===== config.mk =====
export PLATFORM = sky130hd
export DESIGN_NAME = vx_fifo_queue_mc
export DESIGN_NICKNAME = d
export VERILOG_FILES = /design/src/rtl/vx_fifo_queue_mc.sv
export SDC_FILE = /design/constraint.sdc
export NUM_CORES = 1
export LEC_CHECK = 0
export BUFFER_PORTS_ARGS = -buffer_cell sky130_fd_sc_hd__buf_2
export CAP_MARGIN = 20
export CORE_MARGIN = 10
export CORE_UTILIZATION = 55
export CTS_BUF_LIST = sky130_fd_sc_hd__clkbuf_4 sky130_fd_sc_hd__clkbuf_8
export DETAILED_ROUTE_END_ITERATION = 10
export PLACE_DENSITY = 0.78
export RECOVER_POWER = 50
export SLEW_MARGIN = 25
export SYNTH_ARGS = -nofsm -noshare
export SYNTH_HDL_FRONTEND = slang
export SYNTH_SLANG_ARGS = --single-unit
export TNS_END_PERCENT = 20

===== constraint.sdc =====
create_clock -name clk -period 5.3 [get_ports clk]
set_input_delay 0.795 -clock clk [delete_from_list [all_inputs] [get_ports clk]]
set_output_delay 0.795 -clock clk [all_outputs]
set_load 0.005 [all_outputs]

===== src/rtl/vx_fifo_queue_mc.sv =====
// vx_fifo_queue_mc: NUM_CH independent FIFOs sharing one RAM addressed {ch, ptr}; async read head.
// Optional FIFO_QUEUE_MC_PROTECT_EN: drop overflowing pushes / underflowing pops and flag them on err.

// Simulation-only protocol checks for the queue.
module vx_fifo_queue_mc_chk #(
    parameter int NUM_CH = 4,
    parameter int CHW    = 2
) (
    input logic              clk,
    input logic              reset,
    input logic              push,
    input logic [CHW-1:0]    push_ch,
    input logic              pop,
    input logic [CHW-1:0]    pop_ch,
    input logic [NUM_CH-1:0] full,
    input logic [NUM_CH-1:0] empty
);
    // Checks are sampled at the edge that would commit the operation.
    always @(posedge clk) begin
        if (!reset) begin
            if (NUM_CH > 1) begin
                assert (!push || (int'(push_ch) < NUM_CH))
                    else $error("vx_fifo_queue_mc: push_ch %0d out of range", push_ch);
                assert (!pop || (int'(pop_ch) < NUM_CH))
                    else $error("vx_fifo_queue_mc: pop_ch %0d out of range", pop_ch);
            end
`ifndef FIFO_QUEUE_MC_PROTECT_EN
            assert (!(push && full[push_ch] && !(pop && (pop_ch == push_ch))))
                else $error("vx_fifo_queue_mc: push to full channel %0d", push_ch);
            assert (!(pop && empty[pop_ch]))
                else $error("vx_fifo_queue_mc: pop from empty channel %0d", pop_ch);
`endif
        end
    end
endmodule

module vx_fifo_queue_mc #(
    parameter int DATAW     = 32,
    parameter int SIZE      = 4,
    parameter int NUM_CH    = 4,
    parameter int ALM_FULL  = SIZE - 1,
    parameter int ALM_EMPTY = 1,
    parameter int CHW       = (NUM_CH > 1) ? $clog2(NUM_CH) : 1,
    parameter int ADDRW     = $clog2(SIZE),
    parameter int SIZEW     = $clog2(SIZE + 1),
    parameter int LUTRAM    = 1
) (
    input  logic                    clk,
    input  logic                    reset,
    input  logic                    push,
    input  logic [CHW-1:0]          push_ch,
    input  logic [DATAW-1:0]        data_in,
    input  logic                    pop,
    input  logic [CHW-1:0]          pop_ch,
    output logic [DATAW-1:0]        data_out,
    output logic [NUM_CH-1:0]       empty,
    output logic [NUM_CH-1:0]       alm_empty,
    output logic [NUM_CH-1:0]       full,
    output logic [NUM_CH-1:0]       alm_full,
    output logic [NUM_CH*SIZEW-1:0] size,
    output logic [1:0]              err
);
    localparam int              RAM_DEPTH   = NUM_CH * SIZE;
    localparam logic [SIZEW-1:0] SIZE_C      = SIZEW'(SIZE);
    localparam logic [SIZEW-1:0] ALM_FULL_C  = SIZEW'(ALM_FULL);
    localparam logic [SIZEW-1:0] ALM_EMPTY_C = SIZEW'(ALM_EMPTY);
    localparam logic [SIZEW-1:0] ONE_C       = SIZEW'(1);
    localparam logic [ADDRW-1:0] PTR_ONE_C   = ADDRW'(1);

    logic [CHW-1:0]       push_idx_s;
    logic [CHW-1:0]       pop_idx_s;
    logic [ADDRW-1:0]     wr_ptr_r [NUM_CH];
    logic [ADDRW-1:0]     rd_ptr_r [NUM_CH];
    logic [SIZEW-1:0]     count_r [NUM_CH];
    logic [SIZEW-1:0]     count_nxt_s [NUM_CH];
    logic [NUM_CH-1:0]    do_push_s;
    logic [NUM_CH-1:0]    do_pop_s;
    logic [NUM_CH-1:0]    push_ok_s;
    logic [NUM_CH-1:0]    pop_ok_s;
    logic [NUM_CH-1:0]    empty_r;
    logic [NUM_CH-1:0]    alm_empty_r;
    logic [NUM_CH-1:0]    full_r;
    logic [NUM_CH-1:0]    alm_full_r;
    logic                 wr_en_s;
    logic [CHW+ADDRW-1:0] wr_addr_s;
    logic [CHW+ADDRW-1:0] rd_addr_s;
    logic [DATAW-1:0]     rd_data_s;

    // A single-channel build ignores the channel selects entirely.
    assign push_idx_s = (NUM_CH == 1) ? {CHW{1'b0}} : push_ch;
    assign pop_idx_s  = (NUM_CH == 1) ? {CHW{1'b0}} : pop_ch;

    // Per-channel operation decode, guarding and next occupancy.
    always_comb begin
        for (int c = 0; c < NUM_CH; c++) begin
            do_push_s[c] = push && (push_idx_s == CHW'(c));
            do_pop_s[c]  = pop && (pop_idx_s == CHW'(c));
`ifdef FIFO_QUEUE_MC_PROTECT_EN
            // A same-channel pop frees the slot, so a full channel may still accept the push.
            push_ok_s[c] = do_push_s[c] && (!full_r[c] || do_pop_s[c]);
            pop_ok_s[c]  = do_pop_s[c] && !empty_r[c];
`else
            push_ok_s[c] = do_push_s[c];
            pop_ok_s[c]  = do_pop_s[c];
`endif
            if (push_ok_s[c] && !pop_ok_s[c]) begin
                count_nxt_s[c] = count_r[c] + ONE_C;
            end else if (!push_ok_s[c] && pop_ok_s[c]) begin
                count_nxt_s[c] = count_r[c] - ONE_C;
            end else begin
                count_nxt_s[c] = count_r[c];
            end
        end
    end

    assign wr_en_s   = (|push_ok_s) && !reset;
    assign wr_addr_s = {push_idx_s, wr_ptr_r[push_idx_s]};
    assign rd_addr_s = {pop_idx_s, rd_ptr_r[pop_idx_s]};

    generate
        if (LUTRAM != 0) begin : g_lutram
            (* ram_style = "distributed" *) logic [DATAW-1:0] mem_r [RAM_DEPTH];
            // Write port; contents are deliberately left unreset.
            always_ff @(posedge clk) begin
                if (wr_en_s) begin
                    mem_r[wr_addr_s] <= data_in;
                end
            end
            assign rd_data_s = mem_r[rd_addr_s];
        end else begin : g_bram
            (* ram_style = "block" *) logic [DATAW-1:0] mem_r [RAM_DEPTH];
            // Write port; contents are deliberately left unreset.
            always_ff @(posedge clk) begin
                if (wr_en_s) begin
                    mem_r[wr_addr_s] <= data_in;
                end
            end
            assign rd_data_s = mem_r[rd_addr_s];
        end
    endgenerate

    // Pointers, counts and registered flags, all committed on the same edge.
    always_ff @(posedge clk) begin
        if (reset) begin
            for (int c = 0; c < NUM_CH; c++) begin
                wr_ptr_r[c] <= {ADDRW{1'b0}};
                rd_ptr_r[c] <= {ADDRW{1'b0}};
                count_r[c]  <= {SIZEW{1'b0}};
            end
            empty_r     <= {NUM_CH{1'b1}};
            alm_empty_r <= {NUM_CH{1'b1}};
            full_r      <= {NUM_CH{1'b0}};
            alm_full_r  <= {NUM_CH{1'b0}};
        end else begin
            for (int c = 0; c < NUM_CH; c++) begin
                if (push_ok_s[c]) begin
                    wr_ptr_r[c] <= wr_ptr_r[c] + PTR_ONE_C;
                end
                if (pop_ok_s[c]) begin
                    rd_ptr_r[c] <= rd_ptr_r[c] + PTR_ONE_C;
                end
                count_r[c]     <= count_nxt_s[c];
                empty_r[c]     <= (count_nxt_s[c] == {SIZEW{1'b0}});
                alm_empty_r[c] <= (count_nxt_s[c] <= ALM_EMPTY_C);
                full_r[c]      <= (count_nxt_s[c] == SIZE_C);
                alm_full_r[c]  <= (count_nxt_s[c] >= ALM_FULL_C);
            end
        end
    end

`ifdef FIFO_QUEUE_MC_PROTECT_EN
    logic [1:0] err_r;

    // Sticky {underflow, overflow}; only reset clears it.
    always_ff @(posedge clk) begin
        if (reset) begin
            err_r <= 2'b00;
        end else begin
            err_r <= err_r | {|(do_pop_s & ~pop_ok_s), |(do_push_s & ~push_ok_s)};
        end
    end

    assign err = err_r;
`else
    assign err = 2'b00;
`endif

    // Pack per-channel occupancy onto the flat size bus.
    always_comb begin
        size = {(NUM_CH*SIZEW){1'b0}};
        for (int c = 0; c < NUM_CH; c++) begin
            size[c*SIZEW +: SIZEW] = count_r[c];
        end
    end

    assign data_out  = rd_data_s;
    assign empty     = empty_r;
    assign alm_empty = alm_empty_r;
    assign full      = full_r;
    assign alm_full  = alm_full_r;

    vx_fifo_queue_mc_chk #(
        .NUM_CH (NUM_CH),
        .CHW    (CHW)
    ) u_chk (
        .clk     (clk),
        .reset   (reset),
        .push    (push),
        .push_ch (push_idx_s),
        .pop     (pop),
        .pop_ch  (pop_idx_s),
        .full    (full_r),
        .empty   (empty_r)
    );
endmodule


==> results.sh <==
export IMPL_dp_hpwl_um=24900
export IMPL_grt_usage_pct=17.9
export IMPL_post_drt_via_cell_ratio=5.77
export IMPL_grt_pass1_vias=11200
export IMPL_place_congestion=0.777
export IMPL_initial_core_util_pct=55.3
export IMPL_yosys_area_share_adder_pct=0.801
export IMPL_rows=74
export IMPL_cp_required_ns=4.51
export IMPL_synth_edf_count=528
export IMPL_synth_avg_cell_area_um2=19.5
export IMPL_antenna_found_initial=4
export IMPL_clock_path_buffers=3
export IMPL_synthCells=1151
export IMPL_startpoint_type="input port"
export IMPL_slew_headroom_pct=31.2
export IMPL_grt_max_degree=129
export IMPL_postSynth_asyncResetShare_pct=0
export IMPL_vias=11000
export IMPL_power_switching_share_pct=22.2
export IMPL_drive_gt1_share_pct=21.1
export IMPL_fin_crit_sh_pct=85.3
export IMPL_cpMostUsedCell="mux2i_1"
export IMPL_p_int_mw=6.99
export IMPL_switchingPower_mw=1.99
export IMPL_clockRootBuffer="clkbuf_8"
export IMPL_clkPwrFrac_pct=37.0
export IMPL_synthXorXnorAreaFrac_pct=0.790
export IMPL_final_fill_count=2779
export IMPL_utilization_pct=61.7
export IMPL_areaGrowthSynthToFinish_pct=11.5
export IMPL_cp_max_fo=128
export IMPL_status="finished, final reports clean"
export IMPL_core_area_um2=40600
export IMPL_irDropWorstVdd_mv=0.216
export IMPL_leakagePower_nw=8.47
export IMPL_ant_nets=0
export IMPL_cts_tree="done"
export IMPL_grt_pass1_wl_um=67900
export IMPL_yosys_warnings=0
export IMPL_synth_ff_type="edfxtp_1"
export IMPL_fin_nets=1349
export IMPL_synth_simple_area_share_pct=2.16
export IMPL_clkLatencyLatePin_ns=0.62
export IMPL_drtPass1Iterations=5
export IMPL_portBuffers=99
export IMPL_clkSlewWorstSetupHoldPaths_ns=0.05
export IMPL_finalMaxSlewViolations=0
export IMPL_yosysTopAreaCell="edfxtp_1"
export IMPL_syn_area_um2=22500
export IMPL_cap_violations=0
export IMPL_die_area_um2=49400
export IMPL_fin_setup_tns_ns=0
export IMPL_io_pins=102
export IMPL_synth_compound_area_share_pct=1.07
export IMPL_placed_area_um2=23500
export IMPL_p_comb_share_pct=8.4
export IMPL_drtIter0Drc=877
export IMPL_dieHeight_um=222
export IMPL_critical_path_slowest_cell="mux4_4"
export IMPL_fmax_mhz=221
export IMPL_drc=0
export IMPL_ys_ff_latch=556
export IMPL_ys_seq_area_share_pct=73.0
export IMPL_finalSetupViolCount=0
export IMPL_drt_wl_total_um=45000
export IMPL_synthMuxAreaShare_pct=20.0
export IMPL_hold_violations=0
export IMPL_p_per_area_nw_per_um2=358
export IMPL_post_cts_buffers=0
export IMPL_grt_setup_unrepaired="no"
export IMPL_seqPwrFrac_pct=54.6
export IMPL_endpoint_kind="output pin"
export IMPL_ctsResizeCount=0
export IMPL_h_tree_depth=3
export IMPL_worstMarginPinSlew_ns=1.03
export IMPL_crit_arrival_ns=3.73
export IMPL_routedWlPerCell_um=23.7
export IMPL_worstSetupPathType="in2out"
export IMPL_path_cells="buf_4 > mux4_4 > buf_12 > mux2i_1 > mux4_2 > mux2i_1 > buf_2"
export IMPL_r2r_slack_ns=2.44
export IMPL_period_needed_ns=4.52
export IMPL_synth_top_family_by_area="multiplexers"
export IMPL_final_cell_area_um2=25100
export IMPL_max_stage_delay_ns=0.77
export IMPL_numCtsBuffers=83
export IMPL_cts_hold_buf=0
export IMPL_power_mw=8.98
export IMPL_synth_top_cell_area_share_pct=70.5
export IMPL_fin_skew_ns=0.0238
export IMPL_hold_class="reg2reg"
export IMPL_cts_sinks=556
export IMPL_grt_overflow=0
export IMPL_synth_area_leaders="edfxtp_1 71%, mux2i_1 13%, mux4_2 6.7%"
export IMPL_die_w_um=222
export IMPL_netlist_cell_type_count=39
## power by group through the flow
| stage | logic [mW] | registers [mW] | clock network [mW] |
|---|---|---|---|
| 2_1_floorplan | 0.530 | 4.99 | 0 |
| 3_3_place_gp | 0.749 | 4.99 | 0 |
| 3_5_place_dp | 0.766 | 4.99 | 0 |
| 4_1_cts | 0.768 | 4.90 | 3.39 |
| 5_1_grt | 0.810 | 4.91 | 3.58 |
| 6_report | 0.750 | 4.90 | 3.33 |
## worst paths after layout
path	cells past startpoint	endpoint	start
worst max register to register	4	g_lutram.mem_r[2][4]	wr_ptr_r[1][0]
worst min-delay path	2	count_r[2][2]	count_r[2][2]
worst min register to register	2	count_r[2][2]	count_r[2][2]
worst max-delay path	7	data_out[13]	pop_ch[0]
## registers in the layout (all words and copies together) (netlist names)
register and count:
g_lutram.mem_r 512, count_r 12, rd_ptr_r 8, wr_ptr_r 8, alm_empty 4, alm_full 4, empty 4, full 4
## layout by cell type (no fill, tap or decap), drive strengths merged, types with 4 or more instances in the layout
cell	instances
and3b	4
and3	8
o31ai	4
ha	8
clkinv	32
o21ai	4
nand3b	5
xnor2	10
nor3	10
nand3	17
buf	68
maj3	8
nand2	13
xnor3	4
mux4	67
a21oi	8
clkbuf	172
dfxtp	28
inv	13
a32o	4
mux2	4
mux2i	293
nor2	29
edfxtp	528
## layout make-up
class | count | area [um2] | area share (%)
inverters | 12 | 45.0 | 0.180
flip-flops and latches | 556 | 16400 | 65.5
clock buffers | 116 | 1410 | 5.62
multi-input cells | 524 | 5700 | 22.7
repair buffers | 124 | 641 | 2.55
clock inverters | 36 | 191 | 0.763
diodes | 2 | 5.00 | 0.0200
well taps | 532 | 666 | 2.65
## cell families after synthesis
logic type,Yosys count
buffers and inverters,72
DFF,556
muxes,364
AOI/OAI and AO/OA,32
adders and majority gates,16
other,1
xor gates and xnor gates,14
and+or+nand+nor,96
## cells in the mapped netlist, types with 3 or more instances
library cell / count
nor3_1: 10
clkbuf_1: 19
xnor3_1: 4
buf_2: 11
dfxtp_1: 28
nand3_1: 17
and3_1: 8
inv_1: 11
o21ai_0: 4
nor2_1: 29
and3b_1: 4
nand2_1: 13
and2_1: 3
buf_6: 27
a21o_1: 3
ha_1: 8
mux2_2: 4
edfxtp_1: 528
mux2i_1: 293
a21oi_1: 8
a32o_1: 4
o31ai_1: 4
maj3_1: 8
xnor2_1: 10
nand3b_1: 5
mux4_2: 67
## routing by layer
metal  vias to the layer above  GRT usage [%]  wire length [um]
met1                      5620           23.0             18900
met2                       333           30.1             22700
met4                         4           5.62               829
li1                       4938              -                 -
met3                        73           3.52              2550
met5                         -              0                26
## worst max-delay path, delay by kind of cell
family	cells	cell delay [ns]
muxes	4	1.83
buffers and inverters	3	0.84
## through the flow
stage / cells / hold slack [ns] / setup WS, ns
6_report: 1902 / 0.556 / 0.777
5_1_grt: 1901 / 0.586 / 0.745
4_1_cts: 1900 / 0.510 / 0.853
3_5_place_dp: 1748 / 0.539 / 0.855
3_3_place_gp: 1748 / 0.524 / 0.849
2_1_floorplan: 1152 / 0.521 / 1.53
No activity file was read; power rests on OpenSTA's default activity.
